--- src/rtl/vmem_pkg.sv ---
// Shared constants, control codes and FSM state encoding for the character
// video memory write path.
package vmem_pkg;

    localparam int unsigned ROWS       = 30;
    localparam int unsigned COLS       = 70;
    localparam int unsigned ROW_STRIDE = 128;
    localparam int unsigned ADDR_BASE  = 4;
    localparam logic [7:0]  BLANK      = 8'h20;

    localparam logic [7:0] CH_LF = 8'h0A;
    localparam logic [7:0] CH_CR = 8'h0D;
    localparam logic [7:0] CH_BS = 8'h08;
    localparam logic [7:0] CH_FF = 8'h0C;

    localparam logic [4:0] ROW_LAST = 5'(ROWS - 1);
    localparam logic [6:0] COL_LAST = 7'(COLS - 1);

    typedef enum logic [2:0] {
        ST_IDLE,
        ST_BUSY,
        ST_SCROLL_REG,
        ST_CLEAR_LINE,
        ST_CLEAR_REG,
        ST_CLEAR_FILL
    } state_t;

    function automatic logic [4:0] next_line(input logic [4:0] line);
        return (line == ROW_LAST) ? 5'd0 : line + 5'd1;
    endfunction

    function automatic logic is_printable(input logic [7:0] c);
        return (c >= 8'h20) && (c <= 8'h7E);
    endfunction

endpackage

--- src/rtl/vmem_console_writer_if.sv ---
// Byte-stream input and vmem write port of the console writer; the master side
// is the character source, the slave side is the writer itself.
interface vmem_console_writer_if;

    logic        char_valid;
    logic [7:0]  char_data;
    logic        char_ready;
    logic [19:0] wraddr;
    logic [7:0]  datain;
    logic        we;

    modport master (
        output char_valid, char_data,
        input  char_ready, wraddr, datain, we
    );

    modport slave (
        input  char_valid, char_data,
        output char_ready, wraddr, datain, we
    );

endinterface

--- src/rtl/vmem_cell_addr.sv ---
// Combinational vmem cell address: physical row = (row + zero_line) mod ROWS,
// address = ADDR_BASE + prow*ROW_STRIDE + col.
module vmem_cell_addr
    import vmem_pkg::*;
(
    input  logic [4:0]  row,
    input  logic [4:0]  zero_line,
    input  logic [6:0]  col,
    output logic [19:0] addr
);

    logic [5:0] sum;
    logic [4:0] prow;

    always_comb begin
        sum  = {1'b0, row} + {1'b0, zero_line};
        // Both operands are below ROWS, so one conditional subtract is a full modulo.
        prow = (sum >= 6'(ROWS)) ? 5'(sum - 6'(ROWS)) : sum[4:0];
        addr = 20'(ADDR_BASE) + 20'(prow) * 20'(ROW_STRIDE) + 20'(col);
    end

endmodule

--- src/rtl/vmem_console_writer.sv ---
// Console write controller: cursor, wrap, CR/LF/BS, clear-screen and hardware
// scroll via the zero_line register. Define CONSOLE_INIT_CLEAR_EN to clear on reset.
module vmem_console_writer
    import vmem_pkg::*;
(
    input  logic                        clk,
    input  logic                        rst,
    vmem_console_writer_if.slave        bus,
    output logic [4:0]                  cursor_row,
    output logic [6:0]                  cursor_col,
    output logic [4:0]                  zero_line
);

`ifdef CONSOLE_INIT_CLEAR_EN
    localparam state_t RESET_STATE = ST_CLEAR_REG;
`else
    localparam state_t RESET_STATE = ST_IDLE;
`endif

    state_t      state, state_n;
    logic        we_q, we_n;
    logic [19:0] wraddr_q, wraddr_n;
    logic [7:0]  datain_q, datain_n;
    logic        ready_q, ready_n;
    logic [4:0]  row_n, zl_n;
    logic [6:0]  col_n;
    logic [4:0]  fill_row, fill_row_n;
    logic [6:0]  fill_col, fill_col_n;

    logic [4:0]  a_row, a_zl;
    logic [6:0]  a_col;
    logic [19:0] cell_addr;
    logic        handshake;

    assign bus.we         = we_q;
    assign bus.wraddr     = wraddr_q;
    assign bus.datain     = datain_q;
    assign bus.char_ready = ready_q;

    assign handshake = bus.char_valid && ready_q;

    // IDLE addresses the cursor cell (or the cell left of it for BS); the
    // clear states address their own row/col walker in physical coordinates.
    always_comb begin
        if (state == ST_IDLE) begin
            a_row = cursor_row;
            a_zl  = zero_line;
            a_col = (bus.char_data == CH_BS) ? 7'(cursor_col - 7'd1) : cursor_col;
        end else begin
            a_row = fill_row;
            a_zl  = 5'd0;
            a_col = fill_col;
        end
    end

    vmem_cell_addr u_cell_addr (
        .row       (a_row),
        .zero_line (a_zl),
        .col       (a_col),
        .addr      (cell_addr)
    );

    // NOTE: every register gets its hold value first, so no path through the
    // case statement can leave a variable unassigned and infer a latch.
    always_comb begin
        state_n    = state;
        we_n       = 1'b0;
        wraddr_n   = wraddr_q;
        datain_n   = datain_q;
        row_n      = cursor_row;
        col_n      = cursor_col;
        zl_n       = zero_line;
        fill_row_n = fill_row;
        fill_col_n = fill_col;

        unique case (state)
            ST_IDLE: begin
                if (handshake) begin
                    if (is_printable(bus.char_data)) begin
                        we_n     = 1'b1;
                        wraddr_n = cell_addr;
                        datain_n = bus.char_data;
                        if (cursor_col == COL_LAST) begin
                            col_n = 7'd0;
                            if (cursor_row < ROW_LAST) begin
                                row_n   = cursor_row + 5'd1;
                                state_n = ST_BUSY;
                            end else begin
                                state_n = ST_SCROLL_REG;
                            end
                        end else begin
                            col_n   = cursor_col + 7'd1;
                            state_n = ST_BUSY;
                        end
                    end else begin
                        unique case (bus.char_data)
                            CH_LF: begin
                                col_n = 7'd0;
                                if (cursor_row < ROW_LAST) begin
                                    row_n   = cursor_row + 5'd1;
                                    state_n = ST_BUSY;
                                end else begin
                                    state_n = ST_SCROLL_REG;
                                end
                            end
                            CH_CR: col_n = 7'd0;
                            CH_BS: begin
                                if (cursor_col != 7'd0) begin
                                    col_n    = cursor_col - 7'd1;
                                    we_n     = 1'b1;
                                    wraddr_n = cell_addr;
                                    datain_n = BLANK;
                                    state_n  = ST_BUSY;
                                end
                            end
                            CH_FF:   state_n = ST_CLEAR_REG;
                            default: ;
                        endcase
                    end
                end
            end

            ST_BUSY: state_n = ST_IDLE;

            ST_SCROLL_REG: begin
                // The line that was on top becomes the new bottom line.
                we_n       = 1'b1;
                wraddr_n   = 20'd0;
                datain_n   = {3'b000, next_line(zero_line)};
                zl_n       = next_line(zero_line);
                fill_row_n = zero_line;
                fill_col_n = 7'd0;
                state_n    = ST_CLEAR_LINE;
            end

            ST_CLEAR_LINE: begin
                we_n     = 1'b1;
                wraddr_n = cell_addr;
                datain_n = BLANK;
                if (fill_col == COL_LAST) begin
                    fill_col_n = 7'd0;
                    state_n    = ST_IDLE;
                end else begin
                    fill_col_n = fill_col + 7'd1;
                end
            end

            ST_CLEAR_REG: begin
                we_n       = 1'b1;
                wraddr_n   = 20'd0;
                datain_n   = 8'd0;
                zl_n       = 5'd0;
                fill_row_n = 5'd0;
                fill_col_n = 7'd0;
                state_n    = ST_CLEAR_FILL;
            end

            ST_CLEAR_FILL: begin
                we_n     = 1'b1;
                wraddr_n = cell_addr;
                datain_n = BLANK;
                if (fill_col == COL_LAST) begin
                    fill_col_n = 7'd0;
                    if (fill_row == ROW_LAST) begin
                        row_n   = 5'd0;
                        col_n   = 7'd0;
                        state_n = ST_IDLE;
                    end else begin
                        fill_row_n = fill_row + 5'd1;
                    end
                end else begin
                    fill_col_n = fill_col + 7'd1;
                end
            end

            default: state_n = ST_IDLE;
        endcase
    end

    // NOTE: ready is derived from the next state so it is registered alongside
    // the write it accompanies, not decoded from the current state.
    assign ready_n = (state_n == ST_IDLE);

    // NOTE: sequential state uses non-blocking assignments only, so every
    // register samples the pre-edge values of its peers.
    always_ff @(posedge clk) begin
        if (rst) begin
            state      <= RESET_STATE;
            we_q       <= 1'b0;
            wraddr_q   <= 20'd0;
            datain_q   <= 8'd0;
            ready_q    <= (RESET_STATE == ST_IDLE);
            cursor_row <= 5'd0;
            cursor_col <= 7'd0;
            zero_line  <= 5'd0;
            fill_row   <= 5'd0;
            fill_col   <= 7'd0;
        end else begin
            state      <= state_n;
            we_q       <= we_n;
            wraddr_q   <= wraddr_n;
            datain_q   <= datain_n;
            ready_q    <= ready_n;
            cursor_row <= row_n;
            cursor_col <= col_n;
            zero_line  <= zl_n;
            fill_row   <= fill_row_n;
            fill_col   <= fill_col_n;
        end
    end

endmodule

--- src/flat_wrapper.sv ---
// flat-port wrapper written by rule: the top's interface ports become plain ports
module vmem_console_writer_flat import vmem_pkg::*;
  (clk, rst, cursor_row, cursor_col, zero_line, bus_char_valid, bus_char_data, bus_char_ready, bus_wraddr, bus_datain, bus_we);
  vmem_console_writer_if bus_i ();
  input  logic clk;
  input  logic rst;
  output logic [4:0] cursor_row;
  output logic [6:0] cursor_col;
  output logic [4:0] zero_line;
  input wire logic [$bits(bus_i.char_valid)-1:0] bus_char_valid;
  input wire logic [$bits(bus_i.char_data)-1:0] bus_char_data;
  output wire logic [$bits(bus_i.char_ready)-1:0] bus_char_ready;
  output wire logic [$bits(bus_i.wraddr)-1:0] bus_wraddr;
  output wire logic [$bits(bus_i.datain)-1:0] bus_datain;
  output wire logic [$bits(bus_i.we)-1:0] bus_we;
  assign bus_i.char_valid = bus_char_valid;
  assign bus_i.char_data = bus_char_data;
  assign bus_char_ready = bus_i.char_ready;
  assign bus_wraddr = bus_i.wraddr;
  assign bus_datain = bus_i.datain;
  assign bus_we = bus_i.we;
  vmem_console_writer u_core (.clk(clk), .rst(rst), .bus(bus_i), .cursor_row(cursor_row), .cursor_col(cursor_col), .zero_line(zero_line));
endmodule
--- config.mk ---
export PLATFORM = sky130hd
export DESIGN_NAME = vmem_console_writer_flat
export DESIGN_NICKNAME = d
export VERILOG_FILES = /design/src/rtl/vmem_pkg.sv /design/src/rtl/vmem_console_writer_if.sv /design/src/rtl/vmem_cell_addr.sv /design/src/rtl/vmem_console_writer.sv /design/src/flat_wrapper.sv
export SDC_FILE = /design/constraint.sdc
export NUM_CORES = 1
export LEC_CHECK = 0
export ABC_AREA = 1
export BUFFER_PORTS_ARGS = -buffer_cell sky130_fd_sc_hd__clkbuf_2
export CELL_PAD_IN_SITES_DETAIL_PLACEMENT = 0
export CELL_PAD_IN_SITES_GLOBAL_PLACEMENT = 1
export CORE_ASPECT_RATIO = 1.25
export CORE_MARGIN = 2
export CORE_UTILIZATION = 44
export DETAILED_ROUTE_END_ITERATION = 10
export GPL_TIMING_DRIVEN = 0
export PLACE_DENSITY = 0.95
export REMOVE_ABC_BUFFERS = 1
export SYNTH_ARGS = -nofsm -noshare
export SYNTH_HDL_FRONTEND = slang
export SYNTH_HIERARCHICAL = 1
export SYNTH_SLANG_ARGS = --single-unit
export TNS_END_PERCENT = 20
--- constraint.sdc ---
create_clock -name clk -period 6.85 [get_ports clk]
set_input_delay 0.3425 -clock clk [delete_from_list [all_inputs] [get_ports clk]]
set_output_delay 0.3425 -clock clk [all_outputs]
set_load 0.03 [all_outputs]
==> flow_summary.toml <==
[cts]
cts_tree = "yes"
cts_buffers = 9
cts_max_level = 3
hold_buffers = 0
cts_setup_buffers = 0
path_clk_slew_ns = 0.05
cts_resized = 0
cts_buffer_depth = 2
clkLatencyLatePin_ns = 0.33
root_buffer = "clkbuf_16"
cts_sinks = 62

[power]
p_sw_frac = 0.2664
power_density_nw_per_um2 = 203.2
cell_internal_pwr_uw = 739.0
seqPwrFrac = 0.381
combPwrFrac = 0.137
power_switching_uw = 268.4
p_total_mw = 1.007
clkPwrFrac = 0.483
power_leakage_nw = 2.330
irDropWorstVdd_v = 0.0001168

[die]
die_w_um = 93.11
core_area_um2 = 9659
initial_core_util = 0.4521
rows = 40
dieArea_um2 = 10740
ios = 58
die_h_um = 115.4

[yosys]
ys_ff_latch = 62
async_flop_share = 0
synth.avg_cell_area_um2 = 6.365
syn_area_um2 = 4367
synth_edf_count = 0
seq_area_frac_synth = 0.2842
synthFlopType = "dfxtp_1"
synthDistinctLibCells = 38
synth_warnings = 6
synthesis.instances = 686

[drt]
num_vias = 4456
drcViolationCount = 0
dr.pass1.iters = 5
ant_nets = 0
dr.first_iter.drc_count = 234
viasPerCell = 5.175
wl_per_cell_um = 13.10
drt_wl_total_mm = 11.28

[placement]
gp_congestion = 0.9144
numPortBuffers = 57
place.detailed.hpwl_mm = 8.434
placed_area_um2 = 4642

[sta]
setup-tns-final_ns = 0
fmax_mhz = 295.5
setup_violations = 0
hold_viol = 0
fin_crit_ns = 3.384
rsz0062_at_grt = "false"
clock-skew-final_ns = 0.007339
worst_pin_slew_ns = 0.9139
slew_headroom = 0.3908
finalMaxSlewViolations = 0
finalCritPeriodShare = 0.4940

[grt]
grt_usage = 0.2200
grt_antenna_before_repair = 0
grt_pass1_vias = 4131
grt_max_degree = 42
grt_overflow = 0
grt_pass1_wl_mm = 18.97

[worst_setup_path]
r2r_end = "u_core/bus.wraddr[9]"
crit_start = "u_core/state[0]"
rrSetupSlack_ns = 3.47
r2r_start = "u_core/state[0]"
start_kind = "register"
end_kind = "register"
crit_fanout = 27
cp_data_required_time_ns = 7.10
worstPathArrival_ns = 3.63
critPathKind = "register to register"
r2r_cells = 17

[job]
maxCapViolations = 0

[finish]
fillCellCount = 988
num_antenna_cells = 0
synthToLayoutAreaGrowth_pct = 13.55
post_route_cells_drive_above_1_share = 0.1510
final_cell_area_um2 = 4959
final_nets = 762
utilization = 0.5133

[hold_path]
holdPathEnd = "u_core/bus.datain[6]"
hold_path_depth = 3
worstHoldStart = "bus_char_data[6]"
hold_path_class = "primary input to register"

[run_status]
outcome = "complete, no violations"
[final cells by class]
| type | count | area [um2] | share of cell area |
|---|---|---|---|
| repair buffers | 57 | 285.3 | 0.05753 |
| well taps | 126 | 157.7 | 0.03179 |
| clock inverters | 4 | 70.07 | 0.01413 |
| flip-flops and latches | 62 | 1241 | 0.2503 |
| clock buffers | 12 | 246.5 | 0.04971 |
| multi-input cells | 516 | 2643 | 0.5329 |
| inverters | 84 | 315.3 | 0.06359 |
[power groups by stage]
stage	clock (mW)	sequential [mW]	combinational (mW)
finish	0.486	0.383	0.138
global route	0.510	0.385	0.155
CTS	0.495	0.383	0.137
detailed placement	0	0.391	0.136
global placement	0	0.390	0.134
floorplan	0	0.410	0.0762
[flip-flops by register name (all words and copies together), names as in the netlist]
signal,cells
u_core/bus.wraddr,20
u_core/bus.datain,8
u_core/cursor_col,7
u_core/fill_col,7
u_core/cursor_row,5
u_core/fill_row,5
u_core/zero_line,5
u_core/state,3
u_core/bus.char_ready,1
u_core/bus.we,1
[how the worst max path moves through the flow]
stage / to / slack, ns
2_1_floorplan: u_core/bus.wraddr[12] / 4.01
3_3_place_gp: u_core/bus.wraddr[11] / 3.60
3_5_place_dp: u_core/bus.wraddr[10] / 3.52
4_1_cts: u_core/bus.wraddr[9] / 3.50
5_1_grt: u_core/bus.wraddr[11] / 3.18
6_report: u_core/bus.wraddr[9] / 3.47
[worst max-delay path, cell delays in order (launching register included)]
cell and delay, ns:
dfxtp_1 0.50, inv_2 0.09, nand2_2 0.13, nor2_4 0.08
inv_2 0.34, o21ai_0 0.17, ha_1 0.25, fa_1 0.56
inv_1 0.08, nor2_1 0.14, nand3_2 0.11, o21bai_2 0.19
nand2_2 0.09, nand2_2 0.11, nor2_4 0.05, xnor2_1 0.14
nand3_1 0.11, a21oi_1 0.16
[kinds of logic (layout without fill, tap and decap cells)]
kind of cell | after synthesis | count (layout) | synth area share
AND/OR/NAND/NOR | 356 | 356 | 0.3610
AO/OA/AOI/OAI | 118 | 118 | 0.1481
buffers and inverters | 114 | 157 | 0.1158
flip-flops | 62 | 62 | 0.2842
adder cells (fa/ha/maj) | 21 | 21 | 0.06189
XOR/XNOR | 14 | 14 | 0.02808
other | 1 | 7 | 0.0008588
[cell usage after synthesis (all sizes together) (3+ instances only)]
| cell type | number | share of area |
|---|---|---|
| a22oi | 5 | 0.0086 |
| nand2 | 169 | 0.15 |
| clkbuf | 8 | 0.0069 |
| nand3 | 64 | 0.079 |
| nor3 | 7 | 0.0080 |
| o22ai | 10 | 0.014 |
| xnor2 | 3 | 0.0060 |
| dfxtp | 62 | 0.28 |
| ha | 20 | 0.057 |
| nor2 | 103 | 0.10 |
| a21oi | 61 | 0.070 |
| buf | 22 | 0.037 |
| o21ai | 36 | 0.044 |
| nand4 | 10 | 0.014 |
| inv | 83 | 0.071 |
| xor2 | 11 | 0.022 |
[placed cells by master, fill, tap and decap left out, drive strengths merged, types with 3 or more instances in the layout]
cell type | synthesis | routed
clkbuf | 8 | 69
xor2 | 11 | 11
xnor2 | 3 | 3
o22ai | 10 | 10
a21oi | 61 | 61
nand4 | 10 | 10
nand2 | 169 | 169
nor2 | 103 | 103
inv | 83 | 83
ha | 20 | 20
dfxtp | 62 | 62
o21ai | 36 | 36
nor3 | 7 | 7
nand3 | 64 | 64
conb | 1 | 7
a22oi | 5 | 5
clkinv | 1 | 3
[metrics by stage]
stage	hold slack [ns]	instances	setup WS, ns
2_1_floorplan	0.4116	662	4.014
3_5_place_dp	0.4369	845	3.518
6_report	0.3349	861	3.466
3_3_place_gp	0.4349	845	3.603
5_1_grt	0.3488	861	3.180
4_1_cts	0.3179	861	3.498
[metal layers]
metal / track usage / up-vias / share of wire
met3: 0.03014 / 22 / 0.042
met2: 0.3705 / 115 / 0.48
met1: 0.2752 / 2028 / 0.45
met5: 0 / - / 0
li1: - / 2291 / -
met4: 0.1108 / 0 / 0.025
(Power assumes the default switching activity.)
